--- config.mk ---
export PLATFORM = sky130hd
export DESIGN_NAME = hsv_core_flush_ctrl
export DESIGN_NICKNAME = d
export VERILOG_FILES = /design/src/rtl/hsv_core_pkg.sv /design/src/rtl/hsv_core_flush_ctrl.sv
export SDC_FILE = /design/constraint.sdc
export NUM_CORES = 1
export LEC_CHECK = 0
export ABC_CLOCK_PERIOD_IN_PS = 1350
export CORE_ASPECT_RATIO = 0.75
export CORE_UTILIZATION = 40
export CTS_BUF_LIST = sky130_fd_sc_hd__clkbuf_8
export CTS_CLUSTER_SIZE = 24
export DETAILED_ROUTE_END_ITERATION = 12
export PLACE_DENSITY = 0.81
export REMOVE_ABC_BUFFERS = 1
export SYNTH_ARGS = -nofsm -noshare
export SYNTH_HDL_FRONTEND = slang
export SYNTH_SLANG_ARGS = --single-unit
--- constraint.sdc ---
create_clock -name clk_core -period 1.35 [get_ports clk_core]
set_input_delay 0.3375 -clock clk_core [delete_from_list [all_inputs] [get_ports clk_core]]
set_output_delay 0.3375 -clock clk_core [all_outputs]
set_load 0.005 [all_outputs]
--- src/rtl/hsv_core_pkg.sv ---
// hsv_core shared types.
// Word and flush controller state definitions.
package hsv_core_pkg;

    typedef logic [31:0] word_t;

    typedef enum logic [1:0] {
        FLUSH_IDLE,
        FLUSH_DRAIN,
        FLUSH_REDIRECT
    } flush_state_t;

endpackage

--- src/rtl/hsv_core_flush_ctrl.sv ---
// Front-end flush sequencer.
// Drains all stages with flush_req, then hands one redirect PC to fetch.
module hsv_core_flush_ctrl
    import hsv_core_pkg::*;
#(
    parameter int NUM_STAGES = 4,
    parameter int MIN_HOLD   = 2,
    parameter int TIMEOUT    = 255
) (
    input  logic                  clk_core,
    input  logic                  rst_core,
    input  logic                  flush_i,
    input  word_t                 flush_pc_i,
    output logic [NUM_STAGES-1:0] flush_req_o,
    input  logic [NUM_STAGES-1:0] flush_ack_i,
    output logic                  redirect_valid_o,
    output word_t                 redirect_pc_o,
    input  logic                  redirect_ready_i,
    output logic                  busy_o,
    output logic                  timeout_o
);

    localparam int HOLD_W = $clog2(MIN_HOLD + 1);
    localparam int WAIT_W = $clog2(TIMEOUT + 1);

    localparam logic [HOLD_W-1:0] HOLD_EXIT = HOLD_W'(MIN_HOLD - 1);
    localparam logic [HOLD_W-1:0] HOLD_SAT  = HOLD_W'(MIN_HOLD);
    localparam logic [WAIT_W-1:0] WAIT_MAX  = WAIT_W'(TIMEOUT);

    flush_state_t          state_q;
    word_t                 pc_q;
    logic [NUM_STAGES-1:0] ack_mask_q;
    logic [HOLD_W-1:0]     hold_cnt_q;
    logic [WAIT_W-1:0]     wait_cnt_q;
    logic                  timeout_q;

    logic [NUM_STAGES-1:0] ack_eff;
    logic [NUM_STAGES-1:0] ack_all;
    logic                  drain_done;

    // Acks present in the first drain cycle predate our request.
    always_comb begin
        ack_eff    = (hold_cnt_q != '0) ? flush_ack_i : '0;
        ack_all    = ack_mask_q | ack_eff;
        drain_done = (&ack_all) && (hold_cnt_q >= HOLD_EXIT);
    end

    always_ff @(posedge clk_core) begin
        if (rst_core) begin
            state_q    <= FLUSH_IDLE;
            pc_q       <= '0;
            ack_mask_q <= '0;
            hold_cnt_q <= '0;
            wait_cnt_q <= '0;
            timeout_q  <= 1'b0;
        end else begin
            timeout_q <= 1'b0;
            if (flush_i) begin
                // A younger flush always restarts the drain from scratch.
                state_q    <= FLUSH_DRAIN;
                pc_q       <= flush_pc_i;
                ack_mask_q <= '0;
                hold_cnt_q <= '0;
                wait_cnt_q <= '0;
            end else begin
                unique case (state_q)
                    FLUSH_IDLE: begin
                        state_q <= FLUSH_IDLE;
                    end
                    FLUSH_DRAIN: begin
                        ack_mask_q <= ack_all;
                        if (hold_cnt_q != HOLD_SAT) begin
                            hold_cnt_q <= hold_cnt_q + 1'b1;
                        end
                        if (wait_cnt_q != WAIT_MAX) begin
                            wait_cnt_q <= wait_cnt_q + 1'b1;
                            timeout_q  <= (wait_cnt_q == WAIT_MAX - 1'b1);
                        end
                        if (drain_done) begin
                            state_q <= FLUSH_REDIRECT;
                        end
                    end
                    FLUSH_REDIRECT: begin
                        if (redirect_ready_i) begin
                            state_q <= FLUSH_IDLE;
                        end
                    end
                    default: begin
                        state_q <= FLUSH_IDLE;
                    end
                endcase
            end
        end
    end

    assign flush_req_o      = {NUM_STAGES{state_q == FLUSH_DRAIN}};
    assign redirect_valid_o = (state_q == FLUSH_REDIRECT);
    assign redirect_pc_o    = pc_q;
    assign busy_o           = (state_q != FLUSH_IDLE);
    assign timeout_o        = timeout_q;

endmodule
==> results of run 1 <==
-- metal layers --
layer  vias to the layer above  wire length, um  track usage [%]
met3                         9              347             5.99
met5                         -                0                0
met4                         0               82             8.52
met1                       754             2030             22.2
li1                        826                -                -
met2                        56             2050             30.5
-- worst max-delay path by stage --
stage | to | slack, ns | depth (start not counted)
after floorplan | state_q[1]$_SDFFE_PP0P_ | 0.04 | 6
after global placement | state_q[1]$_SDFFE_PP0P_ | -0.19 | 5
after detailed placement | state_q[1]$_SDFFE_PP0P_ | -0.25 | 5
after CTS | redirect_valid_o | -0.01 | 3
after global routing | wait_cnt_q[5]$_SDFFE_PP0P_ | -0.11 | 5
final | state_q[1]$_SDFFE_PP0P_ | -0.03 | 6
-- placed cells by master, fill, tap and decap left out, types with 4 or more instances in the layout --
| master | instances |
|---|---|
| sky130_fd_sc_hd__buf_4 | 14 |
| sky130_fd_sc_hd__a21oi_1 | 6 |
| sky130_fd_sc_hd__nor2_1 | 46 |
| sky130_fd_sc_hd__mux2i_1 | 32 |
| sky130_fd_sc_hd__dfxtp_2 | 22 |
| sky130_fd_sc_hd__buf_6 | 5 |
| sky130_fd_sc_hd__dfxtp_1 | 26 |
| sky130_fd_sc_hd__xor2_1 | 4 |
| sky130_fd_sc_hd__clkdlybuf4s50_1 | 38 |
| sky130_fd_sc_hd__dlygate4sd2_1 | 33 |
| sky130_fd_sc_hd__inv_1 | 4 |
| sky130_fd_sc_hd__clkbuf_8 | 6 |
-- state kept, by name, indices dropped and copies added (netlist names) --
register / flops
ack_mask_q: 4
hold_cnt_q: 2
redirect_pc_o: 32
state_q: 2
timeout_o: 1
wait_cnt_q: 8
-- power groups by stage --
| stage | sequential [mW] | combinational, mW | clock [mW] |
|---|---|---|---|
| 6_report | 1.55 | 0.448 | 0.864 |
| 5_1_grt | 1.56 | 0.490 | 0.960 |
| 4_1_cts | 1.55 | 0.426 | 0.883 |
| 3_5_place_dp | 1.58 | 0.456 | 0 |
| 3_3_place_gp | 1.57 | 0.447 | 0 |
| 2_1_floorplan | 1.58 | 0.125 | 0 |
-- cell families after synthesis --
group                    share of synthesized area [%]
flip-flops                                        51.2
XOR/XNOR                                          2.74
AND/OR/NAND/NOR                                   16.1
AO/OA/AOI/OAI                                     5.94
adder cells (fa/ha/maj)                           2.61
multiplexers                                      16.7
buffers and inverters                             4.64
-- critical path: stages, from the launching register on --
cell and delay, ns:
sky130_fd_sc_hd__dfxtp_4 0.36, sky130_fd_sc_hd__buf_4 0.11, sky130_fd_sc_hd__nand2b_4 0.06, sky130_fd_sc_hd__buf_4 0.13, sky130_fd_sc_hd__buf_4 0.14, sky130_fd_sc_hd__or3_4 0.39, sky130_fd_sc_hd__a21oi_2 0.13
-- stage by stage --
stage / cell area, um2 / TNS (ns) / utilization, %
finish: 2970 / -0.0619 / 65.7
global route: 2970 / -0.409 / 65.7
CTS: 2890 / -0.0130 / 63.9
detailed placement: 2790 / -2.56 / 61.7
global placement: 2790 / -1.72 / 61.7
floorplan: 1850 / 0 / -
-- timing repair --
action / 4_1_cts / 5_1_grt
pin swaps: 3 / 5
setup buffers: 2 / 1
resized for setup: 88 / 16
endpoints found under the setup margin: 40 / 7
-- layout make-up --
class / instances / area [um2] / share of cell area [%]
Sequential cell: 49 / 1010 / 34.1
Multi-Input combinational cell: 128 / 926 / 31.2
Timing Repair Buffer: 93 / 846 / 28.5
Clock buffer: 6 / 82.6 / 2.78
Tap cell: 57 / 71.3 / 2.40
Inverter: 6 / 25.0 / 0.842
Clock inverter: 1 / 7.51 / 0.253
==> run summary, run 1 <==
The clock network burns 30.2% of the power. TritonCTS built the clock tree. Clock tree synthesis selected as its root buffer the cell sky130_fd_sc_hd__clkbuf_8. The run gives 79 as the boundary pin count. The async set-reset flop share out of synthesis works out to 0%. Kind of critical path: flop to flop. For this design, the CTS-stage hold fixing added 0 buffers. The total standard cell area after synthesis is 1920 um2, and the post-CTS clock slew at the launch and capture registers of the worst setup and hold paths is 0.09 ns. After detailed routing, the number of remaining DRC violations is 0. In the routed layout, each cell is associated on average with a via count of 4.84.

STA classifies the critical path startpoint as a flop. Minimum hold slack: 0.487 ns. The power density relative to cell area was 962 nW/um2. Setup repair after global routing could not meet its margin everywhere. The number of flops mapped to enable cells by yosys is 0. The average instance in the mapped netlist occupies 9.77 um2.

During placement, the flow inserted port buffers numbering 78. In this run the remaining antenna-violating nets after routing total 0. The largest total area in the synthesized netlist belongs to sky130_fd_sc_hd__dfxtp_1.

The startpoint identified for the worst hold timing path is redirect_pc_o[26]$_SDFFE_PP0P_. The sequential share of power is 54.1%. Data on the critical path is required at its endpoint by 1.58 ns.

After layout, the design draws a total of 2.86 mW. Among all cell types in the netlist, the one instantiated most often is sky130_fd_sc_hd__dfxtp_1. The register bit count reported by yosys was 49. Average wire per cell in the routed design: 13.3 um. The logs give 1528 for the via count of the first global-routing pass and 42.4% for the effective utilization at floorplan. The total overflow left after global routing is 0. The post-route netlist has 23.7% of its cells at a drive strength greater than 1. The achievable clock frequency is 724 MHz, and the detailed-route via count is 1645. For this design the total switching power over the nets is 0.664 mW. The tools report the clock tree buffer depth as 2.

The path with the worst hold slack has its endpoint at redirect_pc_o[26]$_SDFFE_PP0P_. Buffers inserted during clock tree synthesis total 5. In this run the critical register-to-register path is launched from state_q[0]$_SDFFE_PP0P_. Routability-driven placement finished with a final weighted congestion of 0.780. The worst-case setup margin in the final layout came out at -0.0311 ns. The worst hold-check path type is flop to flop. 0 antenna diodes ended up in the layout. For the flop-to-flop setup slack, the log shows -0.03 ns. The core region is 4520 um2.

The detailed-placement wirelength estimate is 3160 um, and the number of distinct library cells after synthesis is 33. The portion of the post-synthesis area used by sequential elements came out at 51.2%. The area growth from synthesis to final layout was 55.1%. Yosys attributes the largest share of cell area to sky130_fd_sc_hd__dfxtp_1 (51%), sky130_fd_sc_hd__mux2i_1 (17%), sky130_fd_sc_hd__nor2_1 (9.0%). Number of setup violations in the final report: 2.

STA classifies the critical path endpoint as a flop. Of all nets on the critical path, the largest fanout is 4. The net count of the finished layout is 327. The share of the synthesized area in the top cell type is 51.2%.

The checks that failed: negative setup slack. The run gives 49 as the number of sinks handled by clock tree synthesis. The run gives 2 as the H-tree level count. The floorplan has 21 rows. The vertical die dimension is 61.9 um. The final worst-path cycle share was 102%.

Counting the fill cells in the layout gives 403. Synthesis handed over a netlist of 196 instances. For the global-route wire length before repair, the log shows 6880 um. On the final layout, the worst clock skew is 0.00815 ns.

The initial antenna violation count is 0, and the hold-critical path depth is 2. Global routing used 18.5% of the available tracks. Final critical delay including setup and external delays: 1.38 ns. The run finished, with violations left. The first element of the critical path is state_q[0]$_SDFFE_PP0P_.

For the pin with the worst max-slew slack, the measured transition is 0.340 ns. The commonest cells after synthesis are sky130_fd_sc_hd__dfxtp_1 (49), sky130_fd_sc_hd__nor2_1 (46), sky130_fd_sc_hd__mux2i_1 (32). The logs give 4510 um for the final wirelength and 330 for the total instance count after detailed placement. Leakage dissipation: 1.37 nW.

For the worst slew margin relative to its limit, the log shows 77.4%. The die outline width works out to 81.9 um. The worst ir drop on vdd is 0.677 mV, and the first-pass iteration count of the detailed router is 4.

In this run switching power makes up 23.2% of total power. For the insertion delay of the later-clocked pin in the worst-skew pair, the log shows 0.30 ns. The capturing point of the worst reg2reg path is state_q[1]$_SDFFE_PP0P_.

Internal power comes to 2.20 mW. The flip-flop cell with the highest count after synthesis is sky130_fd_sc_hd__dfxtp_1. At the placement stage, the worst setup path has a slack of -0.253 ns. The logs give 34 for the maximum number of pins on one net before global-route repair and 15.7% for the portion of total power attributed to combinational logic. The logs give 0 for the count of maximum capacitance violations and 0 for the hold violation count in the final report. The logs give 0 for the number of slew-limit violations in the final report and 5070 um2 for the area of the die.

After the first detailed-routing iteration, the DRC count stood at 56. The logs give 1.62 ns for the critical path arrival and 0 for the count of synthesis-stage warnings from yosys. The worst register-to-register path has a depth of 6. Number of standard cells in the layout, taps in and fillers out: 340.
Power figures use the tool's default switching activity.
==> run 2, diff against run 1 <==
--- a/config.mk
+++ b/config.mk
@@ -11,6 +11,7 @@
 export CTS_BUF_LIST = sky130_fd_sc_hd__clkbuf_8
 export CTS_CLUSTER_SIZE = 24
 export DETAILED_ROUTE_END_ITERATION = 12
+export GPL_ROUTABILITY_DRIVEN = 0
 export PLACE_DENSITY = 0.81
 export REMOVE_ABC_BUFFERS = 1
 export SYNTH_ARGS = -nofsm -noshare
==> results of run 2 <==
Final layout, timing and power as in run 1 (identical DEF).
==> RTL edit (config.mk and constraints of run 2) <==
Reset style: asynchronous (`rst_core`), changed in one clocked block.
--- a/src/rtl/hsv_core_flush_ctrl.sv
+++ b/src/rtl/hsv_core_flush_ctrl.sv
@@ -45,7 +45,7 @@
         drain_done = (&ack_all) && (hold_cnt_q >= HOLD_EXIT);
     end
 
-    always_ff @(posedge clk_core) begin
+    always_ff @(posedge clk_core or posedge rst_core) begin
         if (rst_core) begin
             state_q    <= FLUSH_IDLE;
             pc_q       <= '0;
Function: differs if rst_core is asserted again (counterexample within 4 cycles, from zero or initial values and one cycle with rst_core high); with rst_core held inactive, the same outputs for 10 cycles.
==> RTL edit against run 2 <==
The flow still finishes with violations (setup timing). Wire length grew 7.7%. First-iteration DRC count grew 21%. Maximum frequency shrank 4.9%. Sequential cell count unchanged. Critical endpoint is now wait_cnt_q[7]. Cell area is 14% higher. Synthesized area grew 12%. Setup slack got worse by 0.071 ns.
Power is not compared: it rests on default switching activity, and its combinational part moved more than twofold at a synthesized area within 25%.
==> RTL edit: results (changes against run 2) <==
violated checks=setup timing; Vias/cell=4.90 (+1.2%); routed length per placed instance=14.1 um (+6.1%); slowest stage delay, CP=0.42 ns (+0.03 ns); post-layout worst setup margin=-0.102 ns (-0.0708 ns); ratio of cells with drive above 1 in the final layout=0.359 (+0.122); Hold/Removal Path Class=input port to asynchronous set/reset pin; Critical Path Slowest Stage Cell=sky130_fd_sc_hd__dfrtp_1; final hold slack=0.235 ns (-0.252 ns); number of antenna diodes=0 (unchanged); max reg flops=32 (unchanged); number of nets in the final layout=317 (-3.1%); Clock Tree Buf Depth=2 (unchanged); CTS buffer count=5 (unchanged); Yosys Warn Count=0 (unchanged); number of antenna violations at the first check in global routing=0 (unchanged); final wirelength=4860 um (+7.7%); buffer cell driving the clock tree root=sky130_fd_sc_hd__clkbuf_8; Leak Pwr=0.00151 uW; Post-Place Cell Area=0.00315 sq mm (+13%); Clk Latency, worst-skew pair=0.29 ns; pin count of the biggest net entering global routing=36 (+5.9%); startpoint of the lowest-slack register-to-register path=state_q[1]; global-route wire length before repair=8010 um (+16%); most used standard cells in the synthesized netlist=sky130_fd_sc_hd__dfrtp_1 (49), sky130_fd_sc_hd__mux2_2 (35), sky130_fd_sc_hd__nor2_1 (13); fraction of the yosys area taken by sequential cells=0.573 (+0.0607); share of flip-flops with an asynchronous set or reset=1.00 (+1.00); Crit. Startpoint=state_q[1]; worst-case vdd ir drop=672 uV; placed cells=328 (-0.61%); final-report max-slew violation count=0 (unchanged); outcome=finished with violations; HPWL after detailed placement=3390 um (+7.4%); Port Buf Inserts=78 (unchanged); total net switching power=about 1100 uW; leading cell types by total area after synthesis=sky130_fd_sc_hd__dfrtp_1 (57%), sky130_fd_sc_hd__mux2_2 (18%), sky130_fd_sc_hd__ha_1 (2.3%); via count of the first global-routing pass=1786 (+17%); total of endpoints with negative setup slack in the final report=11 (+9); Cells after Synth=166 (-15%); Fin Clk Skew=0.00439 ns (-0.00376 ns); DRT iter0 DRCs=68 (+21%); number of distinct library cell variants in the gate-level netlist after synthesis=37 (+12%); Least-Margin Pin Slew=0.313 ns (-0.0264 ns); endpoint arrival time on the critical path=1.64 ns (+0.02 ns); all-layer global routing usage=0.186 (+0.00145)
-- RTL edit: changes by cell type after synthesis, sizes merged, moves of 3 or more --
cell	change
mux2	+35
dfxtp	-49
clkbuf	-4
nor3	+3
mux2i	-32
nor2	-33
o21ai	-3
xor2	-4
dfrtp	+49
-- RTL edit: per-layer routing --
metal,track usage,share of wire
met1,0.231,0.43
met2,0.305,0.49
met3,0.0616,0.074
met4,0.0667,0.011
met5,0,0
-- RTL edit: layout make-up --
cell class              instances  area, sq um
flip-flops and latches         49         1230
multi-input cells              99          917
inverters                       8         32.5
repair buffers                110         1040
clock buffers                   6         82.6
well taps                      72         90.1
fillers                       391         1620
clock inverters                 1         3.75
-- RTL edit: power by group through the flow --
stage	sequential, uW	combinational (uW)	clock (uW)
floorplan	1800	455	0
global placement	1780	1120	0
detailed placement	1790	1150	0
CTS	1770	1240	892
global route	1800	1390	953
finish	1770	1270	852
-- RTL edit: worst reg2reg max path, cell delays in order, from the launching register on --
cell and delay, ns:
sky130_fd_sc_hd__dfrtp_1 0.42, sky130_fd_sc_hd__buf_6 0.13, sky130_fd_sc_hd__nand3b_1 0.24, sky130_fd_sc_hd__nor3_2 0.23, sky130_fd_sc_hd__mux2_4 0.31
-- RTL edit: worst paths after layout --
check	endpoint	cells past startpoint
max in group asynchronous	state_q[0]	3
min	redirect_pc_o[18]	2
max	wait_cnt_q[7]	4
max reg2reg	wait_cnt_q[7]	4
min reg2reg	redirect_pc_o[6]	1
min in group clk_core	wait_cnt_q[6]	3
-- RTL edit: cells by family (layout without fill, tap and decap cells) --
kind of cell	after synthesis	count (layout)	synth area share
compound gates	22	22	0.0707
mux	35	35	0.184
fa+ha+maj	4	4	0.0234
simple gates	37	37	0.0959
flops	49	49	0.573
buf+inv	18	125	0.0491
xor+xnor	1	1	0.00409
-- RTL edit: timing repair --
action | in CTS | in global routing
pin swaps | 4 | 6
resized for setup | 81 | 8
endpoints found under the setup margin | 45 | 20
buffers inserted | 11 | 2
-- RTL edit: through the flow --
stage | setup slack (ns) | setup TNS [ns] | utilization
2_1_floorplan | -0.160 | -7.86 | -
3_3_place_gp | -0.151 | -0.958 | 0.628
3_5_place_dp | -0.183 | -1.51 | 0.628
5_1_grt | -0.158 | -1.35 | 0.677
6_report | -0.102 | -0.689 | 0.677
4_1_cts | -0.166 | -0.934 | 0.671
